**src/rtl/port_wr_frontend_if.sv**
```systemverilog
`default_nettype none
// ---------------------------------------------------------------------------
// port_wr_frontend_if : write stream, descriptor and replay signals of one port
// Revision 1.0
// ---------------------------------------------------------------------------
interface port_wr_frontend_if;
  logic        wr_sop;
  logic        wr_vld;
  logic [15:0] wr_data;
  logic        wr_eop;
  logic        wr_full;
  logic        pkt_vld;
  logic [3:0]  pkt_dest_port;
  logic [2:0]  pkt_prior;
  logic [8:0]  pkt_length;
  logic        pkt_ack;
  logic        out_ready;
  logic        out_data_vld;
  logic [15:0] out_data;
  logic        end_of_packet;
  logic        pkt_drop;

  modport slave (
    input  wr_sop, wr_vld, wr_data, wr_eop, pkt_ack,
    output wr_full, pkt_vld, pkt_dest_port, pkt_prior, pkt_length,
           out_ready, out_data_vld, out_data, end_of_packet, pkt_drop
  );

  modport master (
    output wr_sop, wr_vld, wr_data, wr_eop, pkt_ack,
    input  wr_full, pkt_vld, pkt_dest_port, pkt_prior, pkt_length,
           out_ready, out_data_vld, out_data, end_of_packet, pkt_drop
  );
endinterface
`default_nettype wire

```
**src/rtl/port_wr_frontend.sv**
```systemverilog
`default_nettype none
// ---------------------------------------------------------------------------
// port_wr_frontend : buffers one port's write packets, queues descriptors and
// replays bodies after ack. Optional macro PORT_WR_LEN_CHECK_EN. Revision 1.0
// ---------------------------------------------------------------------------
module port_wr_frontend #(
  parameter int DEPTH     = 256,
  parameter int HDR_DEPTH = 4,
  parameter int MAX_PKT   = 64
) (
  input wire clk,
  input wire rst,
  port_wr_frontend_if.slave bus
);

  localparam int AW  = $clog2(DEPTH);
  localparam int HAW = $clog2(HDR_DEPTH);
  localparam logic [AW:0]  PTR_ONE     = (AW+1)'(1);
  localparam logic [AW:0]  USED_LIM    = (AW+1)'(DEPTH - MAX_PKT);
  localparam logic [HAW:0] DQ_FULL_CNT = (HAW+1)'(HDR_DEPTH);

  typedef enum logic [1:0] {S_IDLE, S_HEAD, S_BODY, S_DISCARD} in_state_e;
  typedef enum logic [1:0] {O_IDLE, O_START, O_STREAM} out_state_e;

  in_state_e  in_state_q, in_state_d;
  out_state_e out_state_q, out_state_d;

`ifdef PORT_WR_LEN_CHECK_EN
  logic [15:0] hdr_q, hdr_d;
`else
  logic [6:0]  hdr_q, hdr_d;
`endif

  logic [9:0]   cnt_q, cnt_d;
  logic [AW:0]  wr_ptr_q, wr_ptr_d, wr_start_q, wr_start_d, rd_ptr_q, rd_ptr_d;
  logic [HAW:0] dq_wr_q, dq_wr_d, dq_rd_q, dq_rd_d;
  logic [8:0]   remain_q, remain_d;
  logic         drop_q, drop_d, full_q, full_d;
  logic         mem_we, push, pop, pkt_ok, dq_empty, dq_full;
  logic [15:0]  push_word, dq_raw;
  logic [AW:0]  used_d;
  logic [HAW:0] dq_cnt_d;

  logic [15:0] mem [DEPTH];
  logic [15:0] dq  [HDR_DEPTH];

  // Descriptor word layout: {length[8:0], prior[2:0], dest[3:0]}
`ifdef PORT_WR_LEN_CHECK_EN
  assign push_word = hdr_q;
`else
  assign push_word = {cnt_q[8:0], hdr_q};
`endif

  assign dq_raw   = dq[dq_rd_q[HAW-1:0]];
  assign dq_empty = (dq_wr_q == dq_rd_q);
  assign dq_full  = (dq_wr_q[HAW] != dq_rd_q[HAW]) &&
                    (dq_wr_q[HAW-1:0] == dq_rd_q[HAW-1:0]);

  always_comb begin
    in_state_d = in_state_q;
    cnt_d      = cnt_q;
    hdr_d      = hdr_q;
    wr_ptr_d   = wr_ptr_q;
    wr_start_d = wr_start_q;
    drop_d     = 1'b0;
    push       = 1'b0;
    mem_we     = 1'b0;
    pkt_ok     = (cnt_q != 10'd0) && (!dq_full || pop);
`ifdef PORT_WR_LEN_CHECK_EN
    pkt_ok     = pkt_ok && (cnt_q == {1'b0, hdr_q[15:7]});
`endif
    case (in_state_q)
      S_IDLE: begin
        if (bus.wr_sop) begin
          in_state_d = S_HEAD;
          cnt_d      = 10'd0;
        end
      end
      S_DISCARD: begin
        if (bus.wr_sop) begin
          in_state_d = S_HEAD;
          cnt_d      = 10'd0;
        end else if (bus.wr_eop) begin
          in_state_d = S_IDLE;
        end
      end
      default: begin
        if (bus.wr_sop) begin
          drop_d     = 1'b1;
          wr_ptr_d   = wr_start_q;
          cnt_d      = 10'd0;
          in_state_d = S_HEAD;
        end else if (bus.wr_eop) begin
          in_state_d = S_IDLE;
          if (pkt_ok) begin
            push       = 1'b1;
            wr_start_d = wr_ptr_q;
          end else begin
            drop_d   = 1'b1;
            wr_ptr_d = wr_start_q;
          end
        end else if (bus.wr_vld) begin
          if (in_state_q == S_HEAD) begin
            hdr_d      = bus.wr_data[$bits(hdr_q)-1:0];
            in_state_d = S_BODY;
          end else if (cnt_q == 10'(MAX_PKT)) begin
            // Oversized: discard everything up to the closing eop
            drop_d     = 1'b1;
            wr_ptr_d   = wr_start_q;
            in_state_d = S_DISCARD;
          end else begin
            mem_we   = 1'b1;
            wr_ptr_d = wr_ptr_q + PTR_ONE;
            cnt_d    = cnt_q + 10'd1;
          end
        end
      end
    endcase
  end

  always_comb begin
    out_state_d = out_state_q;
    rd_ptr_d    = rd_ptr_q;
    remain_d    = remain_q;
    pop         = 1'b0;
    case (out_state_q)
      O_IDLE: begin
        if (bus.pkt_ack && !dq_empty) begin
          pop         = 1'b1;
          remain_d    = dq_raw[15:7];
          out_state_d = O_START;
        end
      end
      O_START: out_state_d = O_STREAM;
      O_STREAM: begin
        rd_ptr_d = rd_ptr_q + PTR_ONE;
        remain_d = remain_q - 9'd1;
        if (remain_q <= 9'd1) out_state_d = O_IDLE;
      end
      default: out_state_d = O_IDLE;
    endcase
  end

  // Backpressure looks at next-cycle committed occupancy so it is never stale
  assign dq_wr_d  = dq_wr_q + {{HAW{1'b0}}, push};
  assign dq_rd_d  = dq_rd_q + {{HAW{1'b0}}, pop};
  assign used_d   = wr_start_d - rd_ptr_d;
  assign dq_cnt_d = dq_wr_d - dq_rd_d;
  assign full_d   = (used_d > USED_LIM) || (dq_cnt_d == DQ_FULL_CNT);

  always_ff @(posedge clk) begin
    if (rst) begin
      in_state_q  <= S_IDLE;
      out_state_q <= O_IDLE;
      hdr_q       <= '0;
      cnt_q       <= '0;
      wr_ptr_q    <= '0;
      wr_start_q  <= '0;
      rd_ptr_q    <= '0;
      dq_wr_q     <= '0;
      dq_rd_q     <= '0;
      remain_q    <= '0;
      drop_q      <= 1'b0;
      full_q      <= 1'b0;
    end else begin
      in_state_q  <= in_state_d;
      out_state_q <= out_state_d;
      hdr_q       <= hdr_d;
      cnt_q       <= cnt_d;
      wr_ptr_q    <= wr_ptr_d;
      wr_start_q  <= wr_start_d;
      rd_ptr_q    <= rd_ptr_d;
      dq_wr_q     <= dq_wr_d;
      dq_rd_q     <= dq_rd_d;
      remain_q    <= remain_d;
      drop_q      <= drop_d;
      full_q      <= full_d;
    end
  end

  always_ff @(posedge clk) begin
    if (mem_we) mem[wr_ptr_q[AW-1:0]] <= bus.wr_data;
    if (push)   dq[dq_wr_q[HAW-1:0]]  <= push_word;
  end

  assign bus.wr_full       = full_q;
  assign bus.pkt_drop      = drop_q;
  assign bus.pkt_vld       = !dq_empty;
  assign bus.pkt_length    = dq_empty ? 9'd0 : dq_raw[15:7];
  assign bus.pkt_prior     = dq_empty ? 3'd0 : dq_raw[6:4];
  assign bus.pkt_dest_port = dq_empty ? 4'd0 : dq_raw[3:0];
  assign bus.out_ready     = (out_state_q == O_START);
  assign bus.out_data_vld  = (out_state_q == O_STREAM);
  assign bus.out_data      = (out_state_q == O_STREAM) ? mem[rd_ptr_q[AW-1:0]] : 16'd0;
  assign bus.end_of_packet = (out_state_q == O_STREAM) && (remain_q == 9'd1);

endmodule
`default_nettype wire

```
**src/flat_wrapper.sv**
```systemverilog
// flat-port wrapper written by rule: the top's interface ports become plain ports
module port_wr_frontend_flat 
#(
  parameter int DEPTH     = 256,
  parameter int HDR_DEPTH = 4,
  parameter int MAX_PKT   = 64
)
  (clk, rst, bus_wr_sop, bus_wr_vld, bus_wr_data, bus_wr_eop, bus_pkt_ack, bus_wr_full, bus_pkt_vld, bus_pkt_dest_port, bus_pkt_prior, bus_pkt_length, bus_out_ready, bus_out_data_vld, bus_out_data, bus_end_of_packet, bus_pkt_drop);
  port_wr_frontend_if bus_i ();
  input wire clk;
  input wire rst;
  input wire logic [$bits(bus_i.wr_sop)-1:0] bus_wr_sop;
  input wire logic [$bits(bus_i.wr_vld)-1:0] bus_wr_vld;
  input wire logic [$bits(bus_i.wr_data)-1:0] bus_wr_data;
  input wire logic [$bits(bus_i.wr_eop)-1:0] bus_wr_eop;
  input wire logic [$bits(bus_i.pkt_ack)-1:0] bus_pkt_ack;
  output wire logic [$bits(bus_i.wr_full)-1:0] bus_wr_full;
  output wire logic [$bits(bus_i.pkt_vld)-1:0] bus_pkt_vld;
  output wire logic [$bits(bus_i.pkt_dest_port)-1:0] bus_pkt_dest_port;
  output wire logic [$bits(bus_i.pkt_prior)-1:0] bus_pkt_prior;
  output wire logic [$bits(bus_i.pkt_length)-1:0] bus_pkt_length;
  output wire logic [$bits(bus_i.out_ready)-1:0] bus_out_ready;
  output wire logic [$bits(bus_i.out_data_vld)-1:0] bus_out_data_vld;
  output wire logic [$bits(bus_i.out_data)-1:0] bus_out_data;
  output wire logic [$bits(bus_i.end_of_packet)-1:0] bus_end_of_packet;
  output wire logic [$bits(bus_i.pkt_drop)-1:0] bus_pkt_drop;
  assign bus_i.wr_sop = bus_wr_sop;
  assign bus_i.wr_vld = bus_wr_vld;
  assign bus_i.wr_data = bus_wr_data;
  assign bus_i.wr_eop = bus_wr_eop;
  assign bus_i.pkt_ack = bus_pkt_ack;
  assign bus_wr_full = bus_i.wr_full;
  assign bus_pkt_vld = bus_i.pkt_vld;
  assign bus_pkt_dest_port = bus_i.pkt_dest_port;
  assign bus_pkt_prior = bus_i.pkt_prior;
  assign bus_pkt_length = bus_i.pkt_length;
  assign bus_out_ready = bus_i.out_ready;
  assign bus_out_data_vld = bus_i.out_data_vld;
  assign bus_out_data = bus_i.out_data;
  assign bus_end_of_packet = bus_i.end_of_packet;
  assign bus_pkt_drop = bus_i.pkt_drop;
  port_wr_frontend #(.DEPTH(DEPTH), .HDR_DEPTH(HDR_DEPTH), .MAX_PKT(MAX_PKT)) u_core (.clk(clk), .rst(rst), .bus(bus_i));
endmodule
```
**config.mk**
```make
export PLATFORM = sky130hd
export DESIGN_NAME = port_wr_frontend_flat
export DESIGN_NICKNAME = d
export VERILOG_FILES = /design/src/rtl/port_wr_frontend_if.sv /design/src/rtl/port_wr_frontend.sv /design/src/flat_wrapper.sv
export SDC_FILE = /design/constraint.sdc
export NUM_CORES = 2
export LEC_CHECK = 0
export CORE_ASPECT_RATIO = 1.4
export CORE_MARGIN = 2
export CORE_UTILIZATION = 50
export DETAILED_ROUTE_END_ITERATION = 10
export GPL_ROUTABILITY_DRIVEN = 0
export PLACE_DENSITY = 0.65
export RECOVER_POWER = 25
export SETUP_SLACK_MARGIN = 0.05
export SLEW_MARGIN = 25
export SYNTH_ARGS = -nofsm -noshare
export SYNTH_HDL_FRONTEND = slang
export SYNTH_MEMORY_MAX_BITS = 65536
export SYNTH_SLANG_ARGS = --single-unit
```
**constraint.sdc**
```tcl
create_clock -name clk -period 4.8 [get_ports clk]
set_input_delay 0.48 -clock clk [delete_from_list [all_inputs] [get_ports clk]]
set_output_delay 0.48 -clock clk [all_outputs]
set_load 0.02 [all_outputs]
```
# After elaboration in Yosys (flattened, before gate mapping)
# Memories as Yosys holds them, arrays and structs flattened. A register that Yosys moved wholly into a read port is not among the register bits.
# Index checks and enable logic that the tools add are counted.
# op_classes
eq_ne,19
order_cmp,2
bitwise,3
n_addsub,8
n_mux,59
reduce_logical,23
# ops
operator,n
$mux 9,12
$mux 10,7
$mux 1,22
$mux 2,11
$add 9x1->9 const B,2
$pmux 9 s2,1
$mux 16,1
$add 10x1->10 const B,1
$eq 10x7->1 const B,1
$reduce_and 5->1,2
$reduce_bool 10->1,1
$eq 9x1->1 const B,1
$gt 9x8->1 const B,1
$le 9x1->1 const B,1
$sub 9x1->9 const B,1
$sub 9x9->9,1
$mux 8,1
$ne 2x2->1 const B,4
$add 3x1->3,2
$ne 2x1->1 const B,3
$ne 3x3->1 const B,2
$pmux 2 s3,1
$eq 2x1->1 const B,2
$eq 2x2->1 const B,2
other kinds (21),31
# word_totals
ff_bits,65
output_inout_bits,38
ram_bits,4160
wordCells,128
memories,2
inputBits,22
# mem_list
memory,words,word_bits,read_ports,rd_ports_with_merged_regs,write_ports,line,text
u_core.mem,256,16,1,1,1,port_wr_frontend.sv:44,logic [15:0] mem [DEPTH];
u_core.dq,4,16,1,1,1,port_wr_frontend.sv:45,logic [15:0] dq [HDR_DEPTH];

# Depth between registers and ports, before layout
# depth
ltp_word,15
mapped_depth,19
ltp_nobuf,17

# Worst setup path after synthesis
# Ideal clock, no wire load.
# synth_path
kind,register -> register
start,register u_core.cnt_q[0]
end,"register u_core.full_q, in the netlist u_core.bus.wr_full"
stages_incl_launch_ff,19
slack_ns,1.182
period_less_slack_ns,3.618
setup_time_ns,0.134
required_time_ns,4.666
arrival_time_ns,3.484
path_buffers,1
cell_sequence,dfxtp_1 inv_1 ha_1 nor4b_1 nand3b_1 nand4_1 clkbuf_1 nor2_1 a21oi_1 ha_1 inv_1 fa_1 a21o_1 a21o_1 a21o_1 a21oi_1 o21ai_0 xnor2_1 o211ai_1
# synth_via
elab_chain_cells,10
elab_cells_between_ends,16
cone_classes,3 x add/sub; 1 x order compare; 1 x eq/ne; 8 x mux; 3 x reduce/logical
# synth_rtl
item,line,text
start: declaration,port_wr_frontend.sv:34,"logic [9:0] cnt_q, cnt_d;"
start signal: assignment,port_wr_frontend.sv:169,cnt_q <= cnt_d;
$reduce_bool 10->1 *,port_wr_frontend.sv:68,pkt_ok = (cnt_q != 10'd0) && (!dq_full || pop);
$logic_and 1x1->1 *,port_wr_frontend.sv:68,
branches (longest 7 deep; another with $sub 9x9->9),--,
$logic_or 1x1->1 *,port_wr_frontend.sv:149,assign full_d = (used_d > USED_LIM) || (dq_cnt_d == DQ_FULL_CNT);
end signal: assignment,port_wr_frontend.sv:177,full_q <= full_d;
end: declaration,port_wr_frontend.sv:38,"logic drop_q, drop_d, full_q, full_d;"
# Mark *: on every way between the ends.
# A chain may end at the register's enable or synchronous reset.

==> impl_metrics.csv <==
group,metric,value,unit
worst_setup_path,critPathKind,"flop to primary output",
synthesis,synthesis.area,0.1633,mm²
final_layout,area_delta_synth_final,16.77,%
route,viasPerCell,6.509,
worst_setup_path,crit_family,"compound AO/OA/AOI/OAI gates",
timing,worstMarginPinSlew,5.275,ns
final_layout,register_area,0.1262,mm²
power_and_ir_drop,vdd_drop_max,0.3235,mV
synthesis,muxShareOfSynthArea,16.64,%
route,wl_met2,232800,µm
worst_setup_path,cp_slowest_cell,"o31ai_4",
global_routing,grtUsageTotal,28.23,%
power_and_ir_drop,p_leak,59.01,nW
clocking,cts_max_path_buffers,4,
clocking,root_buffer,"clkbuf_16",
floorplan,row_count,248,
worst_setup_path,critPathMostFrequentCell,"buf_12",
timing,min_period,4.957,ns
placement,placedCellCount,11990,
final_layout,drive_gt1_share,34.91,%
floorplan,core_area,0.3255,mm²
final_layout,instances_no_fill,12900,
status,status,"finished, violations left",
global_routing,grt_pass1_wl,653000,µm
global_routing,grt_pass1_vias,83470,
synthesis,yosys-top-cells-area,"edfxtp_1, mux4_2, mux2i_1, nor2_1, dfxtp_1",
synthesis,synth.distinct_cells,80,
timing,grt_setup_unrepaired,"true",
route,drc,0,
timing,finalSetupTns,-0.2873,ns
clocking,path_clk_slew,0.06,ns
route,vias,83970,
final_layout,multi_input_area,0.03612,mm²
worst_setup_path,worstPathRequired,4.32,ns
worst_setup_path,crit_chain,"buf_12, buf_12, buf_16, buf_16, mux4_2, mux2i_2, o21ai_0, a31oi_2, a21oi_2, o31ai_4, o41ai_4, buf_12",
synthesis,synth_ff_type,"edfxtp_1",
timing,finalCritPeriodShare,103.3,%
global_routing,gr-total-overflow,0,
timing,max_slew_margin,-251.7,%
timing,hold_viol_final,0,
route,wl_per_cell,36.67,µm
clocking,htreeDepth,5,
synthesis,synth_common_cells,"edfxtp_1, mux4_2, nor2_1",
placement,portBuffers,59,
final_layout,utilization,58.60,%
clocking,cts_tree,"built",
timing,fmax,0.2017,GHz
synthesis,syn_avg_cell_area,22.31,µm²
clocking,cts-buffers-inserted,377,
timing,fin_ws,-0.1569,ns
route,drt_iter0_drc,11100,
global_routing,grt_max_degree,172,
job,maxCapViolations,22,
route,wl_met1,166000,µm
timing,fin_worst_skew,0.04203,ns
worst_setup_path,crit_fanout,7,
floorplan,die_w,487.1,µm
final_layout,final_nets,8384,
synthesis,ys_ff_latch,4225,
timing,drv_slew,1943,
status,violations,"max-capacitance violations, max-slew violations, negative setup slack",
synthesis,synth.most_common_cell,"edfxtp_1",
worst_setup_path,worst_setup_path_end_kind,"primary output",
power_and_ir_drop,p_total,71.89,mW
floorplan,ios,60,
placement,dp_hpwl,289700,µm
floorplan,dieHeight,680.3,µm
synthesis,synth_warnings,0,
global_routing,antenna_found_initial,18,
final_layout,num-fill-cells,22870,
worst_setup_path,critPathArrivalTime,4.48,ns
worst_setup_path,cpPeakStageDelay,0.57,ns
synthesis,synth_top_family_by_area,"multiplexers",
synthesis,synth_nets,7370,
floorplan,dieArea,0.3313,mm²
timing,setup_viol,4,
route,topRoutingLayerUsed,"met5",
route,wl_met3,42530,µm
placement,pre_cts_ws,-0.06777,ns
clocking,clock_latency,0.94,ns
route,final_antenna_net_count,0,
route,wirelength,473100,µm
worst_hold_path,hp-class,"primary input to flop",
synthesis,synthCells,7321,
power_and_ir_drop,p_per_area,376.9,mW/mm²
worst_setup_path,start_kind,"flop",
synthesis,synth_compound_area_share,2.164,%
worst_setup_path,critical_path_buf_inv_count,5,
synthesis,yosysSeqAreaShare,77.27,%
synthesis,synthSimpleGateAreaFrac,2.079,%
clocking,clock-sinks,4225,
synthesis,ys_async_sr_fraction,0,%
synthesis,synth_xor_area_share,0.1555,%
floorplan,initial_utilization,50.18,%
synthesis,synth_edf_count,4160,
synthesis,synth_fa_ha_area_share,0.2114,%
synthesis,synth.top_cell.area_share,76.48,%
route,dr.pass1.iters,7,
synthesis,yosysTopAreaCell,"edfxtp_1",
[worst register-to-register path, cell delays in order, from the launching register on]
cell,delay [ns]
dfxtp_1,0.51
inv_1,0.11
ha_1,0.21
nor4b_2,0.19
nand3_1,0.29
nand3_1,0.42
nor4_2,0.31
buf_4,0.30
nand2_1,0.52
nor2_1,0.73
buf_12,0.25
[metrics by stage]
stage               hold WS [ns]  instance area (µm²)
floorplan                 0.4594               163300
global placement          0.4766               174300
detailed placement        0.4951               174400
CTS                      0.07377               189300
global route              0.5250               190700
finish                    0.5026               190700
[cell families (layout without fill, tap and decap cells)]
kind of cell,count (synthesis),after routing
AOI/OAI and AO/OA,516,516
xor gates and xnor gates,29,29
adders and majority gates,27,27
buffers and inverters,437,1751
DFF,4225,4225
muxes,1310,1310
other,0,15
and+or+nand+nor,777,778
[routing by layer]
metal	up-vias	global-route usage (%)
met1	44970	35.79
met3	1085	5.090
li1	32990	-
met2	4923	46.22
met5	-	0
met4	8	15.92
[power by group]
group / switching (mW) / internal [mW]
Clock: 13.4 / 17.0
Sequential: 0.0153 / 40.5
Combinational: 0.836 / 0.100
[registers in the layout, summed over array words and instances (netlist names), 2 cells and up]
register	count
u_core.cnt_q	10
u_core.dq	64
u_core.dq_rd_q	3
u_core.dq_wr_q	3
u_core.hdr_q	7
u_core.in_state_q	2
u_core.mem	4096
u_core.out_state_q	2
u_core.rd_ptr_q	9
u_core.remain_q	9
u_core.wr_ptr_q	9
u_core.wr_start_q	9
[repair_timing]
item / 4_1_cts / 5_1_grt
endpoints found under the setup margin: 16 / 14
gates cloned: 27 / 8
setup buffers: 78 / 107
pin swaps: 36 / 46
hold buffers: 2 / 0
gates resized for setup: 279 / 142
hold endpoints to repair: 27 / 0
[layout make-up]
class	instances	area share [%]
clock inverter	247	1.269
inverter	33	0.07347
timing repair buffer	1038	5.589
multi-input combinational	2660	18.94
sequential	4225	66.18
tap	4250	2.788
antenna	15	0.01968
clock buffer	433	5.139
[worst paths after layout]
| kind | startpoint | endpoint | slack [ns] | cells after the start |
|---|---|---|---|---|
| setup / recovery | u_core.rd_ptr_q[0]$_SDFF_PP0_ | bus_out_data[14] | -0.16 | 12 |
| hold / removal | bus_pkt_ack | u_core.remain_q[8]$_SDFFE_PP0P_ | 0.50 | 4 |
| setup reg to reg | u_core.cnt_q[0]$_SDFFE_PP0P_ | u_core.mem[22][3]$_DFFE_PP_ | 0.68 | 10 |
| hold reg to reg | u_core.hdr_q[4]$_SDFFE_PP0P_ | u_core.dq[0][4]$_DFFE_PP_ | 0.51 | 0 |
[cell usage in the layout (no fill, tap or decap), types with 26 or more instances in the layout]
| master | n |
|---|---|
| a21oi_1 | 78 |
| a22oi_1 | 73 |
| a22oi_2 | 29 |
| buf_12 | 102 |
| buf_16 | 46 |
| buf_4 | 756 |
| buf_6 | 48 |
| bufinv_16 | 44 |
| clkbuf_1 | 59 |
| clkbuf_16 | 391 |
| clkdlybuf4s50_1 | 26 |
| clkinv_1 | 85 |
| clkinv_2 | 79 |
| dfxtp_1 | 58 |
| edfxtp_1 | 4160 |
| ha_1 | 26 |
| inv_1 | 29 |
| mux2i_1 | 165 |
| mux4_2 | 1124 |
| nand2_1 | 167 |
| nand3_1 | 44 |
| nor2_1 | 222 |
| nor2_2 | 150 |
| nor2b_1 | 39 |
| nor3_1 | 26 |
| o21ai_0 | 49 |
| o22ai_1 | 45 |
Note: power is estimated with default switching activity, not from simulation.
